[config.mk]
export PLATFORM = sky130hd
export DESIGN_NAME = mem_port_arbiter
export DESIGN_NICKNAME = d
export VERILOG_FILES = /design/src/rtl/mem_port_arbiter.sv
export SDC_FILE = /design/constraint.sdc
export NUM_CORES = 1
export LEC_CHECK = 0
export CAP_MARGIN = 20
export CORE_AREA = 2 2 92 94
export DETAILED_ROUTE_END_ITERATION = 10
export DIE_AREA = 0 0 94 96
export PLACE_DENSITY = 0.67
export SLEW_MARGIN = 20
export SYNTH_ARGS = -nofsm -noshare
export SYNTH_HDL_FRONTEND = slang
export SYNTH_SLANG_ARGS = --single-unit
[constraint.sdc]
create_clock -name clk -period 1.6 [get_ports clk]
set_input_delay 0.16 -clock clk [delete_from_list [all_inputs] [get_ports clk]]
set_output_delay 0.16 -clock clk [all_outputs]
set_load 0.01 [all_outputs]
[src/rtl/mem_port_arbiter.sv]
// mem_port_arbiter
//   N-master to 1-slave Wishbone-classic arbiter that sits in front of a
//   mem_byte instance. The grant is registered, and the owning master keeps
//   the bus for as long as it holds cyc. Arbitration uses either fixed
//   priority or round-robin. A slave that stops acknowledging is cut off by
//   an ack timeout, and the owning master receives a one-cycle error.
//
// Ports
//   clk, rst         clock, asynchronous active-high reset
//   m_cyc_i/stb_i/we_i, m_adr_i, m_dat_i, m_funct3_i
//                    per-master request side; vectors are packed, with
//                    master k at [k*W +: W]
//   m_dat_o          slave read data, broadcast to every master
//   m_ack_o, m_err_o per-master ack / timeout error (granted master only)
//   m_stall_o        master is requesting but does not own the bus
//   s_*              single slave port; follows the granted master
//   o_grant          registered one-hot grant; all zero when idle
module mem_port_arbiter #(
  parameter int NUM_MASTERS    = 2,
  parameter int DATA_WIDTH     = 32,
  parameter int ADDR_WIDTH     = 16,
  parameter int RR_MODE        = 0,
  parameter int TIMEOUT_CYCLES = 16
) (
  input  logic                              clk,
  input  logic                              rst,
  input  logic [NUM_MASTERS-1:0]            m_cyc_i,
  input  logic [NUM_MASTERS-1:0]            m_stb_i,
  input  logic [NUM_MASTERS-1:0]            m_we_i,
  input  logic [NUM_MASTERS*ADDR_WIDTH-1:0] m_adr_i,
  input  logic [NUM_MASTERS*DATA_WIDTH-1:0] m_dat_i,
  input  logic [NUM_MASTERS*3-1:0]          m_funct3_i,
  output logic [DATA_WIDTH-1:0]             m_dat_o,
  output logic [NUM_MASTERS-1:0]            m_ack_o,
  output logic [NUM_MASTERS-1:0]            m_err_o,
  output logic [NUM_MASTERS-1:0]            m_stall_o,
  output logic                              s_cyc_o,
  output logic                              s_stb_o,
  output logic                              s_we_o,
  output logic [ADDR_WIDTH-1:0]             s_adr_o,
  output logic [DATA_WIDTH-1:0]             s_dat_o,
  output logic [2:0]                        s_funct3_o,
  input  logic [DATA_WIDTH-1:0]             s_dat_i,
  input  logic                              s_ack_i,
  output logic [NUM_MASTERS-1:0]            o_grant
);

  localparam int PW = (NUM_MASTERS > 1) ? $clog2(NUM_MASTERS) : 1;
  localparam int TW = (TIMEOUT_CYCLES > 1) ? $clog2(TIMEOUT_CYCLES) : 1;
  localparam logic [TW-1:0] TMO_LAST = (TIMEOUT_CYCLES > 0) ? TW'(TIMEOUT_CYCLES - 1) : '0;

  typedef enum logic [1:0] {ST_IDLE, ST_ACTIVE, ST_ERROR} state_t;

  state_t                 state_q, state_d;
  logic [NUM_MASTERS-1:0] grant_q, grant_d;
  logic [PW-1:0]          rr_ptr_q, rr_ptr_d;
  logic [TW-1:0]          tmo_cnt_q, tmo_cnt_d;
  logic                   out_en_q, out_en_d;

  logic [NUM_MASTERS-1:0] req;
  logic [PW-1:0]          win_idx;
  logic                   win_vld;
  logic [PW-1:0]          cand;

  logic                   g_cyc, g_stb, g_we;
  logic [ADDR_WIDTH-1:0]  g_adr;
  logic [DATA_WIDTH-1:0]  g_dat;
  logic [2:0]             g_f3;
  logic                   active;

  assign req = m_cyc_i & m_stb_i;

  // Winner selection. Round-robin scans upward from the master after the
  // last winner, so the previous owner is considered last.
  always_comb begin
    win_idx = '0;
    win_vld = 1'b0;
    cand    = '0;
    if (RR_MODE != 0) begin
      for (int i = 1; i <= NUM_MASTERS; i++) begin
        cand = PW'((int'(rr_ptr_q) + i) % NUM_MASTERS);
        if (!win_vld && req[cand]) begin
          win_vld = 1'b1;
          win_idx = cand;
        end
      end
    end else begin
      for (int i = 0; i < NUM_MASTERS; i++) begin
        if (!win_vld && req[i]) begin
          win_vld = 1'b1;
          win_idx = PW'(i);
        end
      end
    end
  end

  // The grant is one-hot, so an OR across masters selects the owner's fields.
  always_comb begin
    g_cyc = 1'b0;
    g_stb = 1'b0;
    g_we  = 1'b0;
    g_adr = '0;
    g_dat = '0;
    g_f3  = '0;
    for (int k = 0; k < NUM_MASTERS; k++) begin
      if (grant_q[k]) begin
        g_cyc = g_cyc | m_cyc_i[k];
        g_stb = g_stb | m_stb_i[k];
        g_we  = g_we  | m_we_i[k];
        g_adr = g_adr | m_adr_i[k*ADDR_WIDTH +: ADDR_WIDTH];
        g_dat = g_dat | m_dat_i[k*DATA_WIDTH +: DATA_WIDTH];
        g_f3  = g_f3  | m_funct3_i[k*3 +: 3];
      end
    end
  end

  assign active     = (state_q == ST_ACTIVE);
  assign s_cyc_o    = active & g_cyc;
  assign s_stb_o    = active & g_cyc & g_stb;
  assign s_we_o     = active & g_we;
  assign s_adr_o    = active ? g_adr : '0;
  assign s_dat_o    = active ? g_dat : '0;
  assign s_funct3_o = active ? g_f3  : '0;
  assign m_dat_o    = s_dat_i;
  assign m_ack_o    = active ? (grant_q & {NUM_MASTERS{s_ack_i}}) : '0;
  assign m_err_o    = (state_q == ST_ERROR) ? grant_q : '0;
  // Stall is held low for the first cycle after reset as well as during it.
  assign m_stall_o  = out_en_q ? (req & ~grant_q) : '0;
  assign o_grant    = grant_q;

  always_comb begin
    state_d   = state_q;
    grant_d   = grant_q;
    rr_ptr_d  = rr_ptr_q;
    tmo_cnt_d = tmo_cnt_q;
    out_en_d  = 1'b1;
    case (state_q)
      ST_IDLE: begin
        tmo_cnt_d = '0;
        if (win_vld) begin
          grant_d          = '0;
          grant_d[win_idx] = 1'b1;
          rr_ptr_d         = win_idx;
          state_d          = ST_ACTIVE;
        end
      end
      ST_ACTIVE: begin
        if (!g_cyc) begin
          // Owner released the bus; re-arbitrate from IDLE next cycle.
          grant_d   = '0;
          tmo_cnt_d = '0;
          state_d   = ST_IDLE;
        end else if (g_stb && !s_ack_i && (TIMEOUT_CYCLES != 0)) begin
          // A same-cycle ack bypasses this branch, so an ack always beats the timeout.
          if (tmo_cnt_q == TMO_LAST) begin
            tmo_cnt_d = '0;
            state_d   = ST_ERROR;
          end else begin
            tmo_cnt_d = tmo_cnt_q + TW'(1);
          end
        end else begin
          tmo_cnt_d = '0;
        end
      end
      ST_ERROR: begin
        grant_d   = '0;
        tmo_cnt_d = '0;
        state_d   = ST_IDLE;
      end
      default: begin
        grant_d   = '0;
        tmo_cnt_d = '0;
        state_d   = ST_IDLE;
      end
    endcase
  end

  always_ff @(posedge clk or posedge rst) begin
    if (rst) begin
      state_q   <= ST_IDLE;
      grant_q   <= '0;
      rr_ptr_q  <= PW'(NUM_MASTERS - 1);
      tmo_cnt_q <= '0;
      out_en_q  <= 1'b0;
    end else begin
      state_q   <= state_d;
      grant_q   <= grant_d;
      rr_ptr_q  <= rr_ptr_d;
      tmo_cnt_q <= tmo_cnt_d;
      out_en_q  <= out_en_d;
    end
  end

endmodule

* Word level (Yosys, flattened, before mapping) *
Index checks and enable logic that the tools add are counted.

storage, ports and cells
  logic and storage cells = 70
  memories = 0
  bits in latches = 0
  input port bits = 143
  bits in registers = 9
  memory bits (writable) = 0
  bits in read-only memories = 0
  output and inout port bits = 94

cells by class
  reduce and logical (&&, ||, !) cells = 8
  multipliers = 0
  divide/modulo/power cells = 0
  $add $sub $neg = 1
  shift-type cells = 0
  order comparisons = 2
  bitwise operators = 13
  mux-type cells = 35
  eq/ne operators = 7

operator list
  kind                                                                     count
  32-bit 2-to-1 mux                                                        3
  16-bit 2-to-1 mux                                                        3
  32-bit bitwise OR                                                        1
  2-bit 2-to-1 mux                                                         9
  4-bit 2-to-1 mux                                                         4
  16-bit bitwise OR                                                        1
  1-bit 2-to-1 mux                                                         10
  3-bit 2-to-1 mux                                                         3
  2-bit one-hot mux with 2 select lines                                    2
  2-bit bitwise AND                                                        3
  3-bit by 2-bit inequality test with 1-bit output, second input constant  2
  4-bit by 1-bit adder with 4-bit output, second input constant            1
  4-bit equality test, second input constant                               1
  2-bit inequality test, second input constant                             2
  1-bit bitwise AND                                                        3
  1-bit logical AND                                                        3
  1-bit bitwise OR                                                         3
  3-bit bitwise OR                                                         1
  3-bit AND reduction                                                      1
  2-bit by 1-bit equality test with 1-bit output, second input constant    1
  2-bit equality test, second input constant                               1
  1-bit zero test                                                          2
  2-bit zero test                                                          1
  1-bit by 2-bit < comparator with 1-bit output, second input constant     1
  4 further kinds                                                          4

* Depth between registers and ports, before layout *
Gate-level depths: netlist of the first run.

  depth after elaboration = 11
  gate-level depth with buffers = 5
  mapped depth without buffers = 4

* Worst setup path after synthesis of the first run *
Ideal clock, no wire load.

  path type = register to output
  start point = register state_q[0]
  end point = output s_adr_o[0]
  slack = 197 ps
  cell stages (with the launch flop) = 6
  arrival = 1243 ps
  data required time = 1440 ps
  cell sequence = dfrtp_1 nor2b_4 and2_1 buf_4 buf_6 a22o_1

on the way
  word-level cells in the longest chain between the ends = 2

RTL lines
  element                                         line  RTL
  start: declaration                              54    state_t state_q, state_d;
  start signal: assignment                        186   state_q <= state_d;
  2-bit by 1-bit equality test with 1-bit output  117   assign active = (state_q == ST_ACTIVE);
  16-bit 2-to-1 mux                               121   assign s_adr_o = active ? g_adr : '0;
  end: declaration                                40    output logic [ADDR_WIDTH-1:0] s_adr_o,

No other way between the ends.

* Worst setup path in the final report of the first run *
  start point = register state_q[0]
  end point = output s_dat_o[19]

on the way
  word-level cells in the longest chain between the ends = 2

RTL lines
  element                                         line  RTL
  2-bit by 1-bit equality test with 1-bit output  117
  32-bit 2-to-1 mux                               122   assign s_dat_o = active ? g_dat : '0;
  end: declaration                                41    output logic [DATA_WIDTH-1:0] s_dat_o,

No other way between the ends.

==> results of run 1 <==
==> per-stage QoR <==
step / utilization / instance area [um^2]
after floorplan: - / 1305
after global placement: 0.3716 / 2992
after detailed placement: 0.3716 / 2992
after CTS: 0.3753 / 3022
after global routing: 0.3742 / 3013
final: 0.3745 / 3015
==> Yosys cell counts <==
library cell	n	area (um^2)
nand3_1	2	10.01
and3b_1	2	17.52
a21o_1	1	7.510
a21oi_1	3	15.01
and3_1	2	12.51
buf_4	38	285.3
and2_1	2	12.51
nand2_1	2	7.510
ha_1	1	12.51
nor2_1	5	18.77
o32ai_1	1	8.760
a211oi_1	1	7.510
nor3b_1	2	15.01
buf_6	5	56.30
a22oi_1	2	15.01
a22o_1	53	464.2
nand4b_1	1	8.760
buf_2	1	5.000
xnor2_1	1	8.760
nand4bb_1	1	11.26
nand3b_1	2	15.01
a31oi_1	2	12.51
dfrtp_1	9	225.2
nor3_1	1	5.000
conb_1	1	3.750
nor2b_4	1	13.76
inv_1	4	15.01
and4b_1	1	10.01
o21ai_0	1	5.000
==> cell type report <==
class                   count  share of cell area
diodes                      1           0.0008299
clock buffers               4             0.01494
inverters                   4            0.004979
multi-input cells          91              0.2407
flip-flops and latches      9             0.07469
well taps                 105             0.04357
repair buffers            199              0.6203
==> cells by family (layout without fill, tap and decap cells) <==
group / Yosys count / after routing / share of synthesized area
AO/OA/AOI/OAI: 64 / 64 / 0.4104
buffers and inverters: 48 / 207 / 0.2771
AND/OR/NAND/NOR: 24 / 24 / 0.1208
flip-flops: 9 / 9 / 0.1726
adder cells (fa/ha/maj): 1 / 1 / 0.009586
other: 1 / 2 / 0.002874
XOR/XNOR: 1 / 1 / 0.006713
==> layer usage <==
metal	routed length (um)	up-vias	GRT usage
met2	3186	121	0.2357
met1	2758	820	0.1601
li1	-	861	-
met3	823	3	0.06186
met4	42	0	0.03140
met5	0	-	0
==> worst max path at each step <==
stage,end,cells after the start
4_1_cts,s_dat_o[2],6
5_1_grt,s_dat_o[1],6
3_5_place_dp,s_dat_o[6],5
3_3_place_gp,s_dat_o[8],5
2_1_floorplan,s_adr_o[0],5
6_report,s_dat_o[19],6
==> repair_timing <==
item	4_1_cts	5_1_grt
setup buffers	4	0
cloned	6	0
pin swaps	29	6
gates resized for setup	232	3
setup endpoints to repair	60	54
==> report_power, final <==
part	internal, mW	leakage (nW)	switching [mW]	total, mW
clock	0.174	0.0228	0.0986	0.273
sequential	0.250	0.120	0.0117	0.262
combinational	0.937	1.26	0.614	1.55
total	1.36	1.41	0.725	2.09
==> cells in the final DEF, fill, tap and decap left out, types with 2 or more instances in the layout <==
cell type	count
buf_6	5
dlygate4sd2_1	6
buf_4	14
nand3_1	2
clkbuf_8	3
nor3b_1	2
inv_1	4
a31oi_1	2
nor2_1	5
buf_16	6
dfrtp_1	9
a22oi_1	2
nand3b_1	2
a22o_1	53
clkdlybuf4s50_1	112
buf_12	6
and2_4	2
a21oi_1	3
clkbuf_2	2
and3_1	2
and3b_1	2
buf_2	48
==> state kept, by name, indices dropped and copies added (netlist names) <==
name	count
out_en_q	1
state_q	2
o_grant	2
tmo_cnt_q	4
==> results.py, run 1 <==
metrics = {
    "global_routing": {
        "globalRouteTotalUtil": 0.1384,
        "gr-total-overflow": 0,
        "grt_max_degree": 14,
        "grt_pass1_wl_um": 9604,
        "grt_pass1_vias": 1839,
        "antenna_found_initial": 1,
    },
    "sta": {
        "setup_viol": 39,
        "period_needed_ns": 1.706,
        "finalClockSkew_ns": 0.001961,
        "setup_tns_ns": -2.967,
        "hold_viol": 0,
        "rsz0062_at_grt": "yes",
        "layout_setup_ws_ns": -0.1062,
        "holdWs_ns": 0.1953,
        "maxSlewViolCount": 0,
        "max_freq_ghz": 0.5861,
        "fin_crit_sh": 1.066,
    },
    "final_layout": {
        "fin_cells": 413,
        "nFillCells": 841,
        "multiInputGateArea_um2": 725.7,
        "ff_latch_area_um2": 225.2,
        "synthToLayoutAreaGrowth_pct": 131.1,
        "fin_nets": 452,
        "drive_above_1_share": 0.2866,
    },
    "logic_synthesis": {
        "avgSynthCellArea_um2": 8.818,
        "syn-num-nets": 292,
        "ys_warn_count": 0,
        "synth.distinct_cells": 29,
        "ys_seq_area_frac": 0.1726,
        "synth_cells": 148,
        "synth_area_um2": 1305,
        "synth-seq-cells": 9,
    },
    "clock_network": {
        "cts_tree": "built",
        "clkSlewWorstSetupHoldPaths_ns": 0.05,
        "cts.htree.levels": 1,
        "ctsHoldBuffers": 0,
        "root_buffer": "clkbuf_8",
        "cts.path.max_buffers": 2,
        "cts.sinks": 9,
        "clock_latency_ns": 0.24,
        "cts_buffers": 3,
    },
    "floorplan": {
        "die_w_um": 94,
        "row_count": 33,
        "io_pins": 237,
        "start_util": 0.1621,
        "fp.dieArea_um2": 9024,
        "fp.dieH_um": 96,
        "core_um2": 8051,
    },
    "route": {
        "dr.pass1.iters": 4,
        "drt-total-wl_um": 6810,
        "ant_nets": 0,
        "drt-initial-drc-count": 33,
        "drc": 0,
        "wl_per_cell_um": 16.49,
        "vias": 1805,
        "routed_via_density": 4.370,
    },
    "place": {
        "dp_hpwl_um": 5182,
        "dp_cells": 398,
        "portBuffers": 172,
        "dp_worst_setup_slack_ns": -0.1932,
        "routabilityCongestion": 0.7972,
    },
    "min_path": {
        "hp-class": "input pin to asynchronous set/reset pin",
    },
    "setup_path": {
        "cp_max_fo": 13,
        "r2r_end": "tmo_cnt_q[0]",
        "worst_path_most_repeated_cell": "buf_12",
        "crit_start": "state_q[0]",
        "crit_family": "buffers and inverters",
        "r2r-start": "o_grant[0]",
        "arrival_ns": 1.55,
        "path_cells": "nor2b_4 -> and2_4 -> buf_12 -> buf_12 -> a22o_1 -> buf_2",
        "slowest_stage": "dfrtp_1",
        "cp-start-kind": "flip-flop",
        "reg2reg_slack_ns": 0.23,
        "timing.critical_path.to_type": "output port",
        "critPathKind": "flip-flop to output port",
        "max_stage_delay_ns": 0.37,
        "critPathRequiredTime_ns": 1.44,
        "crit_buf_inv": 3,
        "ff2ff_path_depth": 5,
    },
    "power_and_ir_drop": {
        "total_power_mw": 2.086,
        "powerDensity_nw_per_um2": 691.7,
        "ir_drop_uv": 463.4,
        "leakagePower_nw": 1.405,
    },
    "run_status": {
        "violations": "negative setup slack",
        "status": "finished, violations left",
    },
    "job": {
        "maxCapViolCount": 0,
    },
}
Note: power is estimated with default switching activity, not from simulation.
==> run 2: changes to the inputs <==
--- a/config.mk
+++ b/config.mk
@@ -7,6 +7,7 @@
 export LEC_CHECK = 0
 export CAP_MARGIN = 20
 export CORE_AREA = 2 2 92 94
+export CTS_CLUSTER_SIZE = 10
 export DETAILED_ROUTE_END_ITERATION = 10
 export DIE_AREA = 0 0 94 96
 export PLACE_DENSITY = 0.67
==> results of run 2 <==
Final layout, timing and power as in run 1 (identical DEF).
==> run 3: changes to the inputs <==
--- a/config.mk
+++ b/config.mk
@@ -10,7 +10,8 @@
 export CTS_CLUSTER_SIZE = 10
 export DETAILED_ROUTE_END_ITERATION = 10
 export DIE_AREA = 0 0 94 96
-export PLACE_DENSITY = 0.67
+export HOLD_SLACK_MARGIN = 0.05
+export PLACE_DENSITY = 0.63
 export SLEW_MARGIN = 20
 export SYNTH_ARGS = -nofsm -noshare
 export SYNTH_HDL_FRONTEND = slang
==> run 3 against run 2 <==
Against the previous run: the run still ends with negative setup slack left; clock power shrank 2%; register-to-register slack worse by 0.08 ns; count of clock-buffer cells in the layout did not move; cell area fell by 0.79%; flip-flop and latch count stayed put; non-clock buffer count increased by 2; routed wire length is 0.88% lower; critical path depth stayed put; via count increased by 0.89%; critical path type unchanged.
==> results.py, run 3 (synthesized netlist as in run 1, its figures left out) <==
metrics = {
    "power_and_ir_drop": {
        "total_power_mw": 2.053,
        "leakagePower_nw": 1.395,
        "switchingPower_mw": 0.7111,
        "pwr-share-clk": 0.131,
        "powerDensity_nw_per_um2": 686.3,
        "intPower_mw": 1.342,
        "power.share.switching": 0.3464,
        "comb_power_share": 0.741,
        "ir_drop_uv": 511.0,
        "pwr-share-seq": 0.129,
    },
    "final_layout": {
        "layout_common_cells": "clkdlybuf4s50_1, a22o_1, buf_2",
        "drive_above_1_share": 0.2913,
        "largest_register_ffs": 4,
        "largest_register": "tmo_cnt_q",
        "layout_commonest_cell": "clkdlybuf4s50_1",
        "diodes": 0,
        "fin_cells": 414,
        "synthToLayoutAreaGrowth_pct": 129.2,
        "fin_nets": 454,
    },
    "floorplan": {
        "fp.dieH_um": 96,
        "core_um2": 8051,
        "io_pins": 237,
        "row_count": 33,
        "fp.dieArea_um2": 9024,
        "die_w_um": 94,
        "start_util": 0.1621,
    },
    "sta": {
        "max_freq_ghz": 0.5777,
        "rsz0062_at_grt": "yes",
        "maxSlewViolCount": 0,
        "finalClockSkew_ns": 0.002072,
        "setup_viol": 30,
        "period_needed_ns": 1.731,
        "layout_setup_ws_ns": -0.1309,
        "fin_crit_sh": 1.082,
        "hold_viol": 0,
    },
    "global_routing": {
        "grt_max_degree": 16,
        "globalRouteTotalUtil": 0.1325,
        "grt_pass1_wl_um": 9308,
        "grt_pass1_vias": 1769,
        "antenna_found_initial": 0,
        "gr-total-overflow": 0,
    },
    "clock_network": {
        "cts_buffers": 3,
        "root_buffer": "clkbuf_8",
        "clkSlewWorstSetupHoldPaths_ns": 0.05,
        "cts.sinks": 9,
        "cts.path.max_buffers": 2,
        "cts.htree.levels": 1,
        "clock_latency_ns": 0.24,
        "cts_tree": "built",
        "ctsHoldBuffers": 0,
    },
    "route": {
        "dr.pass1.iters": 4,
        "drt-initial-drc-count": 39,
        "ant_nets": 0,
        "drt-total-wl_um": 6750,
        "routed_via_density": 4.399,
        "vias": 1821,
        "drc": 0,
        "wl_per_cell_um": 16.30,
    },
    "run_status": {
        "status": "finished, violations left",
        "violations": "negative setup slack",
    },
    "setup_path": {
        "path_cells": "nor2b_4 -> and2_4 -> buf_12 -> buf_16 -> a22o_1 -> buf_2",
        "critPathKind": "flip-flop to output port",
        "timing.critical_path.to_type": "output port",
        "reg2reg_slack_ns": 0.15,
        "critPathRequiredTime_ns": 1.44,
        "cp_num_cells": 6,
        "crit_family": "buffers and inverters",
        "cp-start-kind": "flip-flop",
        "max_stage_delay_ns": 0.37,
        "r2r_end": "tmo_cnt_q[0]",
        "slowest_stage": "dfrtp_1",
        "r2r-start": "o_grant[0]",
        "ff2ff_path_depth": 6,
        "cp_max_fo": 6,
        "crit_buf_inv": 3,
        "arrival_ns": 1.57,
    },
    "place": {
        "dp_hpwl_um": 5055,
        "dp_cells": 398,
        "routabilityCongestion": 0.7564,
        "portBuffers": 172,
    },
    "min_path": {
        "hp-class": "input pin to asynchronous set/reset pin",
    },
    "job": {
        "maxCapViolCount": 0,
    },
}
## run 3: cell count changes in the layout (fill, tap and decap cells not counted), sizes merged
cell,previous run,this run
buf,79,80
clkbuf,6,7
clkdlybuf4s15,0,2
diode,1,0
dlygate4sd2,6,4
## run 3: power groups by stage
stage,combinational (mW),sequential [mW],clock (mW)
2_1_floorplan,0.672,0.291,0
3_3_place_gp,1.50,0.265,0
3_5_place_dp,1.50,0.266,0
4_1_cts,1.50,0.264,0.279
5_1_grt,1.62,0.267,0.287
6_report,1.52,0.264,0.268
## run 3: what timing repair did
item | 4_1_cts | 5_1_grt
buffers inserted | 5 | 5
gates cloned | 4 | 1
setup endpoints to repair | 60 | 54
pin swaps | 16 | 12
resized for setup | 228 | 13
endpoints found under the hold margin | 0 | 0
## run 3: worst max-delay path by stage
stage,start,end
after floorplan,state_q[0],s_adr_o[0]
after global placement,state_q[1],s_dat_o[6]
after detailed placement,state_q[1],s_dat_o[14]
after CTS,state_q[0],s_dat_o[8]
after global routing,state_q[0],s_dat_o[8]
final,state_q[0],s_dat_o[8]
## run 3: worst register-to-register path, cell delays in order, from the launching register on
cell,delay [ns]
dfrtp_1,0.35
buf_4,0.16
a22o_1,0.17
buf_4,0.11
buf_4,0.10
nand4bb_1,0.22
nor3b_1,0.25
## run 3: final cells by class
cell class	count	area, um^2
fill	830	5060
timing repair buffer	201	1849
multi-input combinational	91	725.7
sequential	9	225.2
tap	105	131.4
clock buffer	4	45.04
inverter	4	15.01
## run 3: per-stage QoR
step	TNS, ns	setup WS (ns)	utilization	hold slack (ns)	area (um^2)
after floorplan	0	0.1973	-	-0.01208	1305
after global placement	-7.895	-0.1760	0.3716	0.3201	2992
after detailed placement	-9.055	-0.2038	0.3716	0.3201	2992
after CTS	-3.032	-0.1623	0.3680	0.2154	2963
after global routing	-4.739	-0.1695	0.3716	0.2455	2992
final	-2.848	-0.1309	0.3716	0.2080	2992
## run 3: routing by layer
layer	track usage	vias to the layer above	part of all wire
li1	-	867	-
met1	0.1621	833	0.40
met2	0.2214	117	0.47
met3	0.05090	4	0.12
met4	0.02899	0	0.0059
met5	0	-	0
==> edit 1: new RTL, flow settings as in run 3 <==
Put a register stage on the output `m_err_o`, with the module's reset. The value now appears one clock later. The other outputs are not delayed to match.
--- a/src/rtl/mem_port_arbiter.sv
+++ b/src/rtl/mem_port_arbiter.sv
@@ -123,7 +123,13 @@
   assign s_funct3_o = active ? g_f3  : '0;
   assign m_dat_o    = s_dat_i;
   assign m_ack_o    = active ? (grant_q & {NUM_MASTERS{s_ack_i}}) : '0;
-  assign m_err_o    = (state_q == ST_ERROR) ? grant_q : '0;
+  always_ff @(posedge clk or posedge rst) begin
+    if (rst) begin
+      m_err_o <= '0;
+    end else begin
+      m_err_o <= (state_q == ST_ERROR) ? grant_q : '0;
+    end
+  end
   // Stall is held low for the first cycle after reset as well as during it.
   assign m_stall_o  = out_en_q ? (req & ~grant_q) : '0;
   assign o_grant    = grant_q;
Function: same outputs for any inputs over 10 cycles, from zero or initial values and one cycle with rst high; that may be too few to reach the edited logic, so the function may still have changed.
==> edit 1 against run 3 <==
The flow still finishes with violations (negative setup slack); synthesized area increased by 0.67%; cell count decreased by 1.7%; sequential cell count increased by 2; setup slack improved by 0.017 ns; power increased by 34%; first-iteration DRC count decreased by 21%; clock power about the same; wire length increased by 3.0%; cell area increased by 1.5%; critical endpoint is now s_dat_o[16].
==> edit 1: results (changes against run 3) <==
Final WS setup -> -0.114 ns (+0.0173 ns)
Synth cell types -> 30 (+3.4%)
Share of cells above drive strength 1 -> 29.8% (+0.68 points)
Critical path arrival -> 1.55 ns (-0.02 ns)
Crit-path max FO -> 7 (+1)
Outcome -> finished, violations left
Via density -> 4.57 (+3.8%)
Placed Instances -> 393 (-1.3%)
Final setup fails -> 32 (+6.7%)
Comb pwr share -> 78.4% (+4.3 points)
CTS root buf -> clkbuf_8
Layout Nets -> 447 (-1.5%)
Post-placement cell area -> 3010 um2 (+0.59%)
Final Power -> 2.76 mW (+34%)
Compound-cell area share of the yosys netlist -> 41.5% (+0.49 points)
Setup WS pre-CTS -> -0.266 ns (-0.0626 ns)
Post-synth top cells -> a22o_1 (52), buf_4 (32), buf_2 (12)
Sequential power share -> 11.9% (-1.0 points)
Leak -> 1.43 nW (+2.4%)
Net Switching -> 1.02 mW (+43%)
Max VDD drop -> 0.511 mV (about the same)
Initial antenna violation count -> 0 (unchanged)
Routability Congestion -> 0.797 (+5.3%)
Seq/Total Area, Yosys -> 21.0% (+3.7 points)
First-pass GRT wire length -> 9.22 mm (-0.97%)
Post_cts resized -> 227 (-0.44%)
Clock Skews -> 0.000965 ns (-0.00111 ns)
Cell family with most CP delay -> flip-flops
Global Route Usage Sum -> 13.3% (+0.049 points)
Vias in the first global route -> 1717 (-2.9%)
Final Non-Filler Cells -> 407 (-1.7%)
Post-Syn Instances -> 148 (unchanged)
Synth top area cells -> a22o_1 (35%), dfrtp_1 (21%), buf_4 (18%), buf_2 (4.6%), and3_1 (1.4%)
R2r startpoint -> state_q[1]$_DFFE_PP0P_
Synth Area in XOR/XNOR -> 0.667% (-0.0045 points)
Largest net degree at the start of global routing -> 26 (+10)
Failing checks -> negative setup slack
Setup TNS -> -2.13 ns (+0.716 ns)
Dpl hpwl -> 5.41 mm (+7.0%)
==> edit 1: final timing paths <==
| kind | endpoint | slack [ns] | cells after the start |
|---|---|---|---|
| worst max register to register | tmo_cnt_q[3]$_DFF_PP0_ | 0.02 | 4 |
| min in group clk | m_dat_o[21] | 0.32 | 0 |
| worst max-delay path | s_dat_o[16] | -0.11 | 6 |
| worst min-delay path | m_err_o[1]$_DFF_PP0_ | 0.23 | 2 |
| max in group asynchronous | tmo_cnt_q[3]$_DFF_PP0_ | 1.09 | 2 |
| worst min register to register | tmo_cnt_q[0]$_DFF_PP0_ | 0.51 | 1 |
==> edit 1: metal layers <==
metal	share of wire, %	global-route usage [%]
met5	0	0
met4	0	0.725
met3	13	6.50
met2	46	20.5
met1	41	17.7
==> edit 1: area by class of cell <==
cell class | count | area, um2
multi-input combinational | 90 | 767
tap | 105 | 131
sequential | 11 | 275
fill | 840 | 5010
clock buffer | 4 | 45.0
timing repair buffer | 194 | 1810
inverter | 3 | 11.3
==> edit 2: new RTL, flow settings as in run 3 <==
Made on the original files. The parameter `NUM_MASTERS` goes from 2 to 1.
--- a/src/rtl/mem_port_arbiter.sv
+++ b/src/rtl/mem_port_arbiter.sv
@@ -16,7 +16,7 @@
 //   s_*              single slave port; follows the granted master
 //   o_grant          registered one-hot grant; all zero when idle
 module mem_port_arbiter #(
-  parameter int NUM_MASTERS    = 2,
+  parameter int NUM_MASTERS    = 1,
   parameter int DATA_WIDTH     = 32,
   parameter int ADDR_WIDTH     = 16,
   parameter int RR_MODE        = 0,
Ports: changed (10 resized); port bits go from 237 to 179. The function was not compared with the original's and may differ.
==> edit 2 against run 3 <==
Cell area down 31%; synthesized cell count down 10%; critical path depth down 1; synthesized area down 15%; sequential cell count down 1; critical endpoint is now s_dat_o[19]; setup slack better by 0.13 ns; largest cell class unchanged; maximum frequency up 8.2%; critical path type unchanged; utilization down 11 points; highest routed layer unchanged; wire length down 40%.
Power is not compared: it rests on default switching activity, and its combinational part moved more than twofold at a synthesized area within 25%.
==> edit 2: results (changes against run 3) <==
Post-placement cell area -> 2110 um2 (-29%)
CTS root buf -> clkbuf_8
Synth top area cells -> and3_1 (31%), buf_4 (22%), dfrtp_1 (18%), buf_8 (6.8%), buf_12 (1.8%)
Routed WL -> 4.03 mm (-40%)
Layout Nets -> 309 (-32%)
Dpl hpwl -> 3.06 mm (-39%)
Routed wl met2 -> 2.16 mm (-32%)
1st-pass router iterations -> 4 (unchanged)
Routability Congestion -> 0.688 (-9.1%)
CTS clk-pin slew, worst paths -> 0.04 ns
DR iter-0 viols -> 23 (-41%)
Post-synth top cells -> and3_1 (55), buf_4 (32), dfrtp_1 (8)
Cts bufs inserted -> 3 (unchanged)
Hold Path Class -> in2async
Metal3 WL -> 287 um (-65%)
Met1 Use GR -> 8.84% (-7.4 points)
Clock Path Buffers -> 2 (unchanged)
Outcome -> complete, no violations
Syn nets -> 223 (-24%)
GRT met3 Usage -> 1.88% (-3.2 points)
Share of cells above drive strength 1 -> 26.3% (-2.9 points)
# diodes -> 0 (unchanged)
Fill count -> 887 (+6.9%)
Leak -> 1.09 nW
Synth cell types -> 28 (-3.4%)
Cell family with most CP delay -> buffers and inverters
H-tree levels -> 1 (unchanged)
M1 WL -> 1.54 mm (-44%)
Ys Warns -> 0 (unchanged)
Global Route Usage Sum -> 7.96% (-5.3 points)
Worst-skew pair later-pin latency -> 0.23 ns
Initial antenna violation count -> 0 (unchanged)
Vias in the first global route -> 1106 (-37%)
Top Metal Used -> met4
Max VDD drop -> 0.515 mV
Input/output buffers -> 114 (-34%)
Synth Flop Type -> dfrtp_1
Highest cell delay on the worst timing path -> 0.40 ns (+0.03 ns)
Critical path arrival -> 1.44 ns (-0.13 ns)
Vias after detailed routing -> 1211 (-33%)
FFs w/ async S/R, synth -> 100% (unchanged)
Crit-path max FO -> 18 (+12)
Grt met2 use -> 15.0% (-7.1 points)
Seq/Total Area, Yosys -> 18.1% (+0.82 points)
First-pass GRT wire length -> 5.69 mm (-39%)
Largest net degree at the start of global routing -> 37 (+21)
Post-route DRC -> 0 (unchanged)
Clock Skews -> 0.00565 ns (+0.00358 ns)
Slowest cell on crit path -> dfrtp_1
edit 2: cell type report:
type / count / area [um2] / area share (%)
Multi-Input combinational cell: 79 / 541 / 26.1
Sequential cell: 8 / 200 / 9.67
Inverter: 2 / 7.51 / 0.363
Timing Repair Buffer: 125 / 1150 / 55.5
Clock buffer: 3 / 41.3 / 2.00
Tap cell: 105 / 131 / 6.35
edit 2: path summary, 6_finish.rpt:
path / from / endpoint / slack (ns) / cells after the start
setup / recovery: state_q[1]$_DFFE_PP0P_ / s_dat_o[19] / 0.0002 / 5
hold / removal: rst / state_q[1]$_DFFE_PP0P_ / 0.18 / 2
setup reg to reg: tmo_cnt_q[0]$_DFF_PP0_ / state_q[0]$_DFFE_PP0P_ / 0.18 / 4
hold reg to reg: tmo_cnt_q[0]$_DFF_PP0_ / tmo_cnt_q[0]$_DFF_PP0_ / 0.50 / 1
max in group asynchronous: rst / tmo_cnt_q[2]$_DFF_PP0_ / 1.18 / 2
min in group clk: s_dat_i[16] / m_dat_o[16] / 0.32 / 0
edit 2: metrics by stage:
step | std cells | power (mW) | hold slack [ns] | worst slack, ns
3_5_place_dp | 317 | 0.852 | 0.320 | -0.147
6_report | 322 | 1.05 | 0.177 | 0.000190
3_3_place_gp | 317 | 0.846 | 0.320 | -0.144
2_1_floorplan | 133 | 0.573 | -0.0243 | 0.286
4_1_cts | 324 | 1.10 | 0.188 | 0.000193
5_1_grt | 322 | 1.12 | 0.214 | -0.0602
edit 2: what timing repair did:
| action | CTS | global route |
|---|---|---|
| setup buffers | 3 | 0 |
| resized for setup | 152 | 19 |
| gates cloned | 1 | 0 |
| setup endpoints to repair | 57 | 47 |
edit 2: logic make-up (layout without fill, tap and decap cells):
family,count (synthesis),in the layout,share of synthesized area (%)
adders and majority gates,1,1,1.13
and+or+nand+nor,71,71,42.3
xor gates and xnor gates,1,1,0.791
buffers and inverters,46,130,33.1
DFF,8,8,18.1
muxes,1,1,0.904
other,1,1,0.339
AOI/OAI and AO/OA,4,4,3.39
edit 2: worst register-to-register path, stage by stage, from the launching register on:
cell     delay [ns]
dfrtp_1        0.40
ha_1           0.25
and3_1         0.21
and4b_1        0.21
nor4b_2        0.26
edit 2: power by group through the flow:
| stage | Sequential, mW | Combinational (mW) | Clock, mW |
|---|---|---|---|
| 2_1_floorplan | 0.229 | 0.344 | 0 |
| 3_3_place_gp | 0.222 | 0.625 | 0 |
| 3_5_place_dp | 0.222 | 0.630 | 0 |
| 4_1_cts | 0.221 | 0.628 | 0.254 |
| 5_1_grt | 0.222 | 0.638 | 0.264 |
| 6_report | 0.221 | 0.586 | 0.247 |
